## src/rtl/queen_solver_ctrl.sv

```systemverilog
`default_nettype none
// ============================================================================
// Module      : queen_solver_ctrl
// Description : Row-by-row backtracking sequencer for the N-Queen datapath;
//               drives the row decoder once per queen placement.
// Revision    : 1.0 - initial release
// ============================================================================
module queen_solver_ctrl #(
    parameter int N = 8,
    parameter int W = 3
) (
    input  logic           clk,
    input  logic           rst,
    input  logic           start,
    input  logic           next,
    output logic           busy,
    output logic           done,
    output logic           found,
    output logic           dec_en,
    output logic [W-1:0]   dec_sel,
    output logic [W-1:0]   col_out,
    output logic [N*W-1:0] queen_pos
);

    localparam logic [2:0]   c_idle  = 3'd0;
    localparam logic [2:0]   c_check = 3'd1;
    localparam logic [2:0]   c_place = 3'd2;
    localparam logic [2:0]   c_back  = 3'd3;
    localparam logic [2:0]   c_done  = 3'd4;
    localparam logic [W-1:0] c_last  = W'(N - 1);
    localparam logic [W-1:0] c_one   = W'(1);

    logic [2:0]   r_state;
    logic [W-1:0] r_row;
    logic [W-1:0] r_col;
    logic [W-1:0] r_pos [N];
    logic         r_found;
    logic         r_busy;
    logic         r_done;

    logic [2:0]   w_state_nxt;
    logic [W-1:0] w_row_nxt;
    logic [W-1:0] w_col_nxt;
    logic         w_found_nxt;
    logic         w_clear;
    logic         w_place;
    logic         w_safe;
    logic [W:0]   w_rdiff;
    logic [W:0]   w_cdiff;
    logic [W-1:0] w_prev_row;
    logic [W-1:0] w_prev_pos;

    // Only rows above the current one hold placed queens.
    always_comb begin
        w_safe  = 1'b1;
        w_rdiff = '0;
        w_cdiff = '0;
        for (int i = 0; i < N; i++) begin
            w_rdiff = {1'b0, r_row} - (W+1)'(i);
            w_cdiff = (r_pos[i] > r_col) ? ({1'b0, r_pos[i]} - {1'b0, r_col})
                                         : ({1'b0, r_col} - {1'b0, r_pos[i]});
            if (((W+1)'(i) < {1'b0, r_row}) &&
                ((r_pos[i] == r_col) || (w_rdiff == w_cdiff)))
                w_safe = 1'b0;
        end
    end

    assign w_prev_row = r_row - c_one;
    assign w_prev_pos = r_pos[w_prev_row];

    always_ff @(posedge clk) begin
        if (rst) r_state <= c_idle;
        else     r_state <= w_state_nxt;
    end

    always_comb begin
        w_state_nxt = r_state;
        w_row_nxt   = r_row;
        w_col_nxt   = r_col;
        w_found_nxt = r_found;
        w_clear     = 1'b0;
        w_place     = 1'b0;
        case (r_state)
            c_idle, c_done: begin
                if (start) begin
                    w_clear     = 1'b1;
                    w_row_nxt   = '0;
                    w_col_nxt   = '0;
                    w_found_nxt = 1'b0;
                    w_state_nxt = c_check;
                end else if ((r_state == c_done) && next && r_found) begin
                    w_row_nxt = c_last;
                    if (r_pos[c_last] == c_last) begin
                        w_state_nxt = c_back;
                    end else begin
                        w_col_nxt   = r_pos[c_last] + c_one;
                        w_state_nxt = c_check;
                    end
                end
            end
            c_check: begin
                if (w_safe)               w_state_nxt = c_place;
                else if (r_col == c_last) w_state_nxt = c_back;
                else                      w_col_nxt   = r_col + c_one;
            end
            c_place: begin
                w_place = 1'b1;
                if (r_row == c_last) begin
                    w_found_nxt = 1'b1;
                    w_state_nxt = c_done;
                end else begin
                    w_row_nxt   = r_row + c_one;
                    w_col_nxt   = '0;
                    w_state_nxt = c_check;
                end
            end
            c_back: begin
                if (r_row == '0) begin
                    w_found_nxt = 1'b0;
                    w_state_nxt = c_done;
                end else begin
                    w_row_nxt = w_prev_row;
                    // A row already at its last column keeps unwinding upward.
                    if (w_prev_pos != c_last) begin
                        w_col_nxt   = w_prev_pos + c_one;
                        w_state_nxt = c_check;
                    end
                end
            end
            default: w_state_nxt = c_idle;
        endcase
    end

    always_ff @(posedge clk) begin
        if (rst) begin
            r_row   <= '0;
            r_col   <= '0;
            r_found <= 1'b0;
            r_busy  <= 1'b0;
            r_done  <= 1'b0;
            for (int i = 0; i < N; i++) r_pos[i] <= '0;
        end else begin
            r_row   <= w_row_nxt;
            r_col   <= w_col_nxt;
            r_found <= w_found_nxt;
            r_busy  <= (w_state_nxt == c_check) || (w_state_nxt == c_place) ||
                       (w_state_nxt == c_back);
            r_done  <= (w_state_nxt == c_done);
            if (w_clear) begin
                for (int i = 0; i < N; i++) r_pos[i] <= '0;
            end else if (w_place) begin
                r_pos[r_row] <= r_col;
            end
        end
    end

    always_comb begin
        dec_en  = (r_state == c_place);
        dec_sel = dec_en ? r_row : '0;
        col_out = dec_en ? r_col : '0;
    end

    assign busy  = r_busy;
    assign done  = r_done;
    assign found = r_found;

    for (genvar g = 0; g < N; g++) begin : g_pos
        assign queen_pos[g*W +: W] = r_pos[g];
    end

endmodule
`default_nettype wire

```

## config.mk

```make
export PLATFORM = sky130hd
export DESIGN_NAME = queen_solver_ctrl
export DESIGN_NICKNAME = d
export VERILOG_FILES = /design/src/rtl/queen_solver_ctrl.sv
export SDC_FILE = /design/constraint.sdc
export NUM_CORES = 1
export LEC_CHECK = 0
export CAP_MARGIN = 20
export CORE_MARGIN = 2
export CORE_UTILIZATION = 55
export CTS_BUF_LIST = sky130_fd_sc_hd__clkbuf_4
export CTS_CLUSTER_DIAMETER = 50
export DETAILED_ROUTE_END_ITERATION = 10
export PLACE_DENSITY = 0.79
export SLEW_MARGIN = 20
export SYNTH_ARGS = -nofsm -noshare
export SYNTH_HDL_FRONTEND = slang
export SYNTH_SLANG_ARGS = --single-unit
```

## constraint.sdc

```tcl
create_clock -name clk -period 4.9 [get_ports clk]
set_input_delay 0.98 -clock clk [delete_from_list [all_inputs] [get_ports clk]]
set_output_delay 0.98 -clock clk [all_outputs]
set_load 0.02 [all_outputs]
```

-- Yosys cells after proc, flatten, opt, wreduce, memory -nomap -nowiden
Memories as Yosys holds them, arrays and structs flattened.
Index checks and enable logic that the tools add are counted.
- add/sub/neg operators: 25
- order comparisons: 14
- equal/unequal tests: 36
- muxes and demuxes: 66
- bitwise operators: 8
- reductions and logical operators: 27
- operator list (kind ; count):
    two-way mux 3 bit ; 31
    subtractor 3 x 3 -> 4 bit ; 14
    two-way mux 4 bit ; 7
    == test 4 bit ; 6
    case mux 3 bit (4 select lines) ; 2
    two-way mux 1 bit ; 23
    == test 3 bit ; 7
    > comparator 3 bit ; 7
    == test 3 bit, second input constant ; 5
    != test 2 bit, second input constant ; 7
    adder 3 x 1 -> 3 bit, second input constant ; 4
    == test 3 x 2 -> 1 bit, second input constant ; 4
    subtractor 3 x 3 -> 4 bit, second input constant ; 3
    logical AND 1 bit ; 9
    logical OR 1 bit ; 9
    < comparator 3 bit, first input constant ; 3
    != test 3 bit, second input constant ; 3
    case mux 3 bit (3 select lines) ; 1
    OR 1 bit ; 8
    AND reduction 4 bit ; 2
    AND reduction 8 bit ; 1
    subtractor 3 x 2 -> 4 bit, second input constant ; 2
    == test 3 x 1 -> 1 bit, second input constant ; 2
    zero test 3 bit ; 2
    12 further kinds ; 14
- bits in registers: 12
- RAM bits: 24
- input bits: 4
- output and inout bits: 34
- logic and storage cells: 183
- memories kept: 1
- memory list (memory ; depth ; width ; read ports ; clocked after memory_dff ; wr ports ; RTL line ; RTL):
    r_pos ; 8 ; 3 ; 9 ; 0 ; 8 ; 36 ; logic [W-1:0] r_pos [N];

-- Logic depth before layout (Yosys ltp)
An unclocked memory read counts as a cell.
- depth after elaboration: 18
- gate-level depth with buffers: 13
- mapped depth without buffers: 13

-- Worst setup path after synthesis
No wires, ideal clock.
- path type: reg2reg
- start point: register r_col[1]
- end point: register r_col[1]
- setup time: 123 ps
- arrival: 3823 ps
- required time: 4777 ps
- slack: 953 ps
- cell stages (with the launch flop): 13
- buffers on the path: 1
- clock period less this slack: 3947 ps
- path through: dfxtp_1 inv_1 clkbuf_1 fa_1 fa_1 nand2b_1 mux2i_1 a32oi_1 or3_1 o31ai_1 nor3b_1 a21o_1 mux2_1
- word-level cells in the longest chain between the ends: 14
- elaborated cells between the ends (all ways): 71
- those cells by class: add/sub: 15; order compare: 7; eq/ne: 17; mux: 17; reduce/logical: 15
- ends and longest elaborated chain (element ; RTL line ; RTL):
    from (decl) ; 35 ; logic [W-1:0] r_col;
    from (signal assigned) ; 144 ; r_col <= w_col_nxt;
    subtractor 3 x 3 -> 4 bit, or another cell as far along ; 61 ; : ({1'b0, r_col} - {1'b0, r_pos[i]});
    two-way mux 4 bit ; 60 ; w_cdiff = (r_pos[i] > r_col) ? ({1'b0, r_pos[i]} - {1'b0, r_col})
    == test 3 x 4 -> 1 bit ; 63 ; ((r_pos[i] == r_col) || (w_rdiff == w_cdiff)))
    logical OR 1 bit ; 63 ;
    logical AND 1 bit ; 62 ; if (((W+1)'(i) < {1'b0, r_row}) &&
    two-way mux 1 bit (7 in series) ; 62 ;
    != test 2 bit (no source line) ; -- ;
    AND reduction 8 bit (no source line) ; -- ;
Several ways; a longest one is shown, not always the timed one. The select of a mux whose other input is x is not followed.
A chain may end at the register's enable or synchronous reset.

-- Worst setup path after layout
- start point: register r_row[0]
- end point: register r_col[1]
- word-level cells in the longest chain between the ends: 12
- elaborated cells between the ends (all ways): 55
- those cells by class: add/sub: 8; order compare: 7; eq/ne: 13; mux: 10; reduce/logical: 16; memory: 1
- ends and longest elaborated chain (element ; RTL line ; RTL):
    from (decl) ; 34 ; logic [W-1:0] r_row;
    from (signal assigned) ; 143 ; r_row <= w_row_nxt;
    subtractor 3 x 1 -> 4 bit / == test 3 x 4 -> 1 bit (equally long branches) ; 59, 63 ;
    == test 4 bit / logical OR 1 bit (equally long branches) ; 63 ;
    logical OR 1 bit / logical AND 1 bit (equally long branches) ; 63, 62 ;
    logical AND 1 bit / two-way mux 1 bit (equally long branches) ; 62 ;
    two-way mux 1 bit (6 in series) ; 62 ;
    != test 2 bit (no source line) ; -- ;
    AND reduction 8 bit (no source line) ; -- ;
Several ways; a longest one is shown, not always the timed one. The select of a mux whose other input is x is not followed.

==> key figures <==
Setup path
  – CP cell instances: inv_1 -> ha_1 -> mux4_2 -> mux2i_1 -> nor2_1 -> a31oi_1 -> o21ai_1 -> a21o_1 -> mux2_1
  – Crit-path leading delay family: multiplexers
  – Endpoint class of the critical path: flip-flop
  – Type of origin of the critical path: flip-flop
  – Max FO, Critical Path: 21
  – Crit path DAT: 4.08 ns
  – Slowest cell on crit path: dfxtp_1
  – Worst EP required: 5.16 ns
  – Kind of critical path: reg -> reg
  – CP bufs+invs: 1
  – Slowest Stage Delay on Critical Path: 0.93 ns

Synthesis
  – Synth top area share: 0.176
  – Area leader, netlist: edfxtp_1
  – Syn Nets: between 500 and 600
  – Post-synth EDFFs: 24
  – Post-Synth Adder-Cell Area: 0.271
  – Netlist cell types: 55
  – Ys async rst share: 0
  – Dominant synthesized flop cell: edfxtp_1
  – Synth Area in Compound Gates: 0.137
  – #FFs+latches synth: 36
  – Commonest cells post-synth: ha_1, inv_1, nand2_1, nor2_1, edfxtp_1
  – Ys Warns: 0
  – Multiplexer share of the synthesized area: 0.0655
  – Post-Synth Simple-Gate Area: 0.173
  – Seq/Total Area, Yosys: 0.235
  – XOR/XNOR share of the synthesized area: 0.0575
  – Synth Instances: 450
  – Count leader, synth: ha_1
  – Largest family of logic cells by synthesized area: adder cells
  – Mapped Area: 0.00409 mm^2
  – Syn Area/Cell: 9.08 um^2
  – Synth top area cells: edfxtp_1, ha_1, fa_1

Drt
  – Met2 routed WL: roughly 5000 um
  – Drt drc: 0
  – Drt total wl: 10600 um
  – DR top layer: met4
  – Met3 WL: 776 um
  – Metal-1 WL: 4480 um
  – Post-DRT Antenna Nets: 0
  – Vias: about 3.5k
  – Initial DRC Count: 280
  – WL/cell: 18.0 um
  – Vias per inst: 5.97
  – Iteration count of the initial detailed-routing pass: 5

STA
  – Unrepaired setup endpoints after global routing: no
  – Fmax: 0.262 GHz
  – Worst Clk Skew: roughly 0.0052 ns
  – Endpoints failing setup: 0
  – Fin. Hold Viols: 0
  – Worst-margin pin slew: 1.07 ns
  – Setup ws final: about 1.1 ns
  – Tcrit/Tclk final: 0.780
  – Final min period: around 3.8 ns
  – Relative slew slack: 0.278
  – Max-slew violations: 0
  – Setup TNS: 0 ns

Job
  – Maxcap violations: 0

Clock tree
  – Clock Path Buffers: 2
  – CTS sink count: 36
  – # H-tree levels: 2
  – Cts bufs inserted: 5
  – Post-CTS Hold Buffers: 0
  – Clk slew on worst S/H paths: about 0.12 ns
  – Postcts setup bufs: 0
  – CTS tree: done
  – Cts repair resizes: 0
  – Root Driver: clkbuf_4
  – Worst-Skew Late Latency: 0.36 ns

Die
  – Die Ht: between 90 and 100 um
  – Die footprint: 0.00814 mm^2
  – Total core area: 0.00721 mm^2
  – Row count: 31
  – # IOs: 38
  – Initial core utilization: 0.567
  – Die W: ~90 um

Layout
  – Multi-input logic area: 0.00288 mm^2
  – Nets: 566
  – N_diodes: 0
  – Area grow syn2layout: 12.9%
  – Layout cells sized above 1: 0.0554
  – # fillers: 631
  – Post-route cell area: 0.00461 mm^2
  – Sequential cell area: 961 um^2

Global route
  – Gr usage total: 0.268
  – Initial antenna violation count: 0
  – Number of global-route vias before repair: 3393
  – Largest net degree at the start of global routing: 22
  – Gr ovfl total: 0
  – First-pass GRT wire length: around 17000 um

Placed design
  – # port buffers: 37
  – Dpl cell area: 0.00456 mm^2
  – DP HPWL: 8110 um
  – Routability-driven placement congestion ratio: approximately 0.94
  – Pre-CTS setup slack: 1.13 ns

Power
  – Leak: 1.88 nW
  – VDD IR-drop max: ~0.00033 V
  – PD cells: roughly 570 mW/mm^2

Min path
  – Worst Hold Class: reg -> reg

Outcome
  – Status: finished, final reports clean
-- cell type report --
type                    instances  area share
multi-input cells             352       0.624
flip-flops and latches         36       0.208
repair buffers                 42      0.0884
inverters                      49      0.0399
well taps                      99      0.0269
clock buffers                   6     0.00976
clock inverters                 2     0.00244
-- where the power goes --
part           internal (mW)  switching (mW)  leakage [nW]
Combinational          0.834            1.10          1.49
Sequential             0.397           0.144         0.360
Clock                 0.0601           0.111        0.0293
-- per-layer routing --
metal,vias to the layer above,GRT usage
met1,1673,0.349
li1,1650,-
met3,24,0.0461
met5,-,0
met4,0,0.0987
met2,154,0.450
-- through the flow --
| step | util | hold slack (ns) | std cells | power [mW] |
|---|---|---|---|---|
| 3_3_place_gp | 0.632 | 0.545 | 578 | 2.39 |
| 2_1_floorplan | - | 0.547 | 450 | 1.96 |
| 6_report | 0.639 | 0.566 | 586 | 2.65 |
| 5_1_grt | 0.639 | 0.608 | 586 | 2.87 |
| 4_1_cts | 0.639 | 0.568 | 586 | 2.62 |
| 3_5_place_dp | 0.632 | 0.547 | 578 | 2.44 |
-- final timing paths --
kind,startpoint,endpoint,slack [ns],depth (start not counted)
max reg2reg,r_row[0],r_col[1],1.08,9
min reg2reg,found,found,0.57,2
min,found,found,0.57,2
max,r_row[0],r_col[1],1.08,9
-- cell usage in the layout (no fill, tap or decap), types with 4 or more instances in the layout --
cell	count
ha_1	55
inv_1	46
nand2_1	44
nor2_1	40
clkdlybuf4s50_1	37
edfxtp_1	24
a21oi_1	22
fa_1	21
xor2_1	15
o21ai_0	12
dfxtp_1	12
mux2i_1	11
nor3_1	11
nand3_1	11
xnor2_1	10
nor2b_1	8
mux4_2	6
o21ai_1	6
and3_1	6
a221oi_1	6
o211ai_1	6
clkbuf_4	6
nand2b_1	5
a211oi_1	5
buf_4	5
o22ai_1	4
nand4_1	4
-- registers in the layout, summed over array words and instances, names as in the netlist --
name / flops
found: 1
r_pos: 24
r_row: 3
busy: 1
r_state: 3
r_col: 3
done: 1
-- tightest hold or removal path: cells and delay by family (launching register included) --
| family | cells | cell delay [ns] |
|---|---|---|
| flip-flops | 1 | 0.36 |
| AO/OA/AOI/OAI | 1 | 0.12 |
| AND/OR/NAND/NOR | 1 | 0.05 |
-- logic make-up after synthesis --
| kind of cell | Yosys count |
|---|---|
| AO/OA/AOI/OAI | 85 |
| XOR/XNOR | 26 |
| adder cells (fa/ha/maj) | 76 |
| buffers and inverters | 62 |
| flip-flops | 36 |
| multiplexers | 19 |
| AND/OR/NAND/NOR | 146 |
Note: power is estimated with default switching activity, not from simulation.
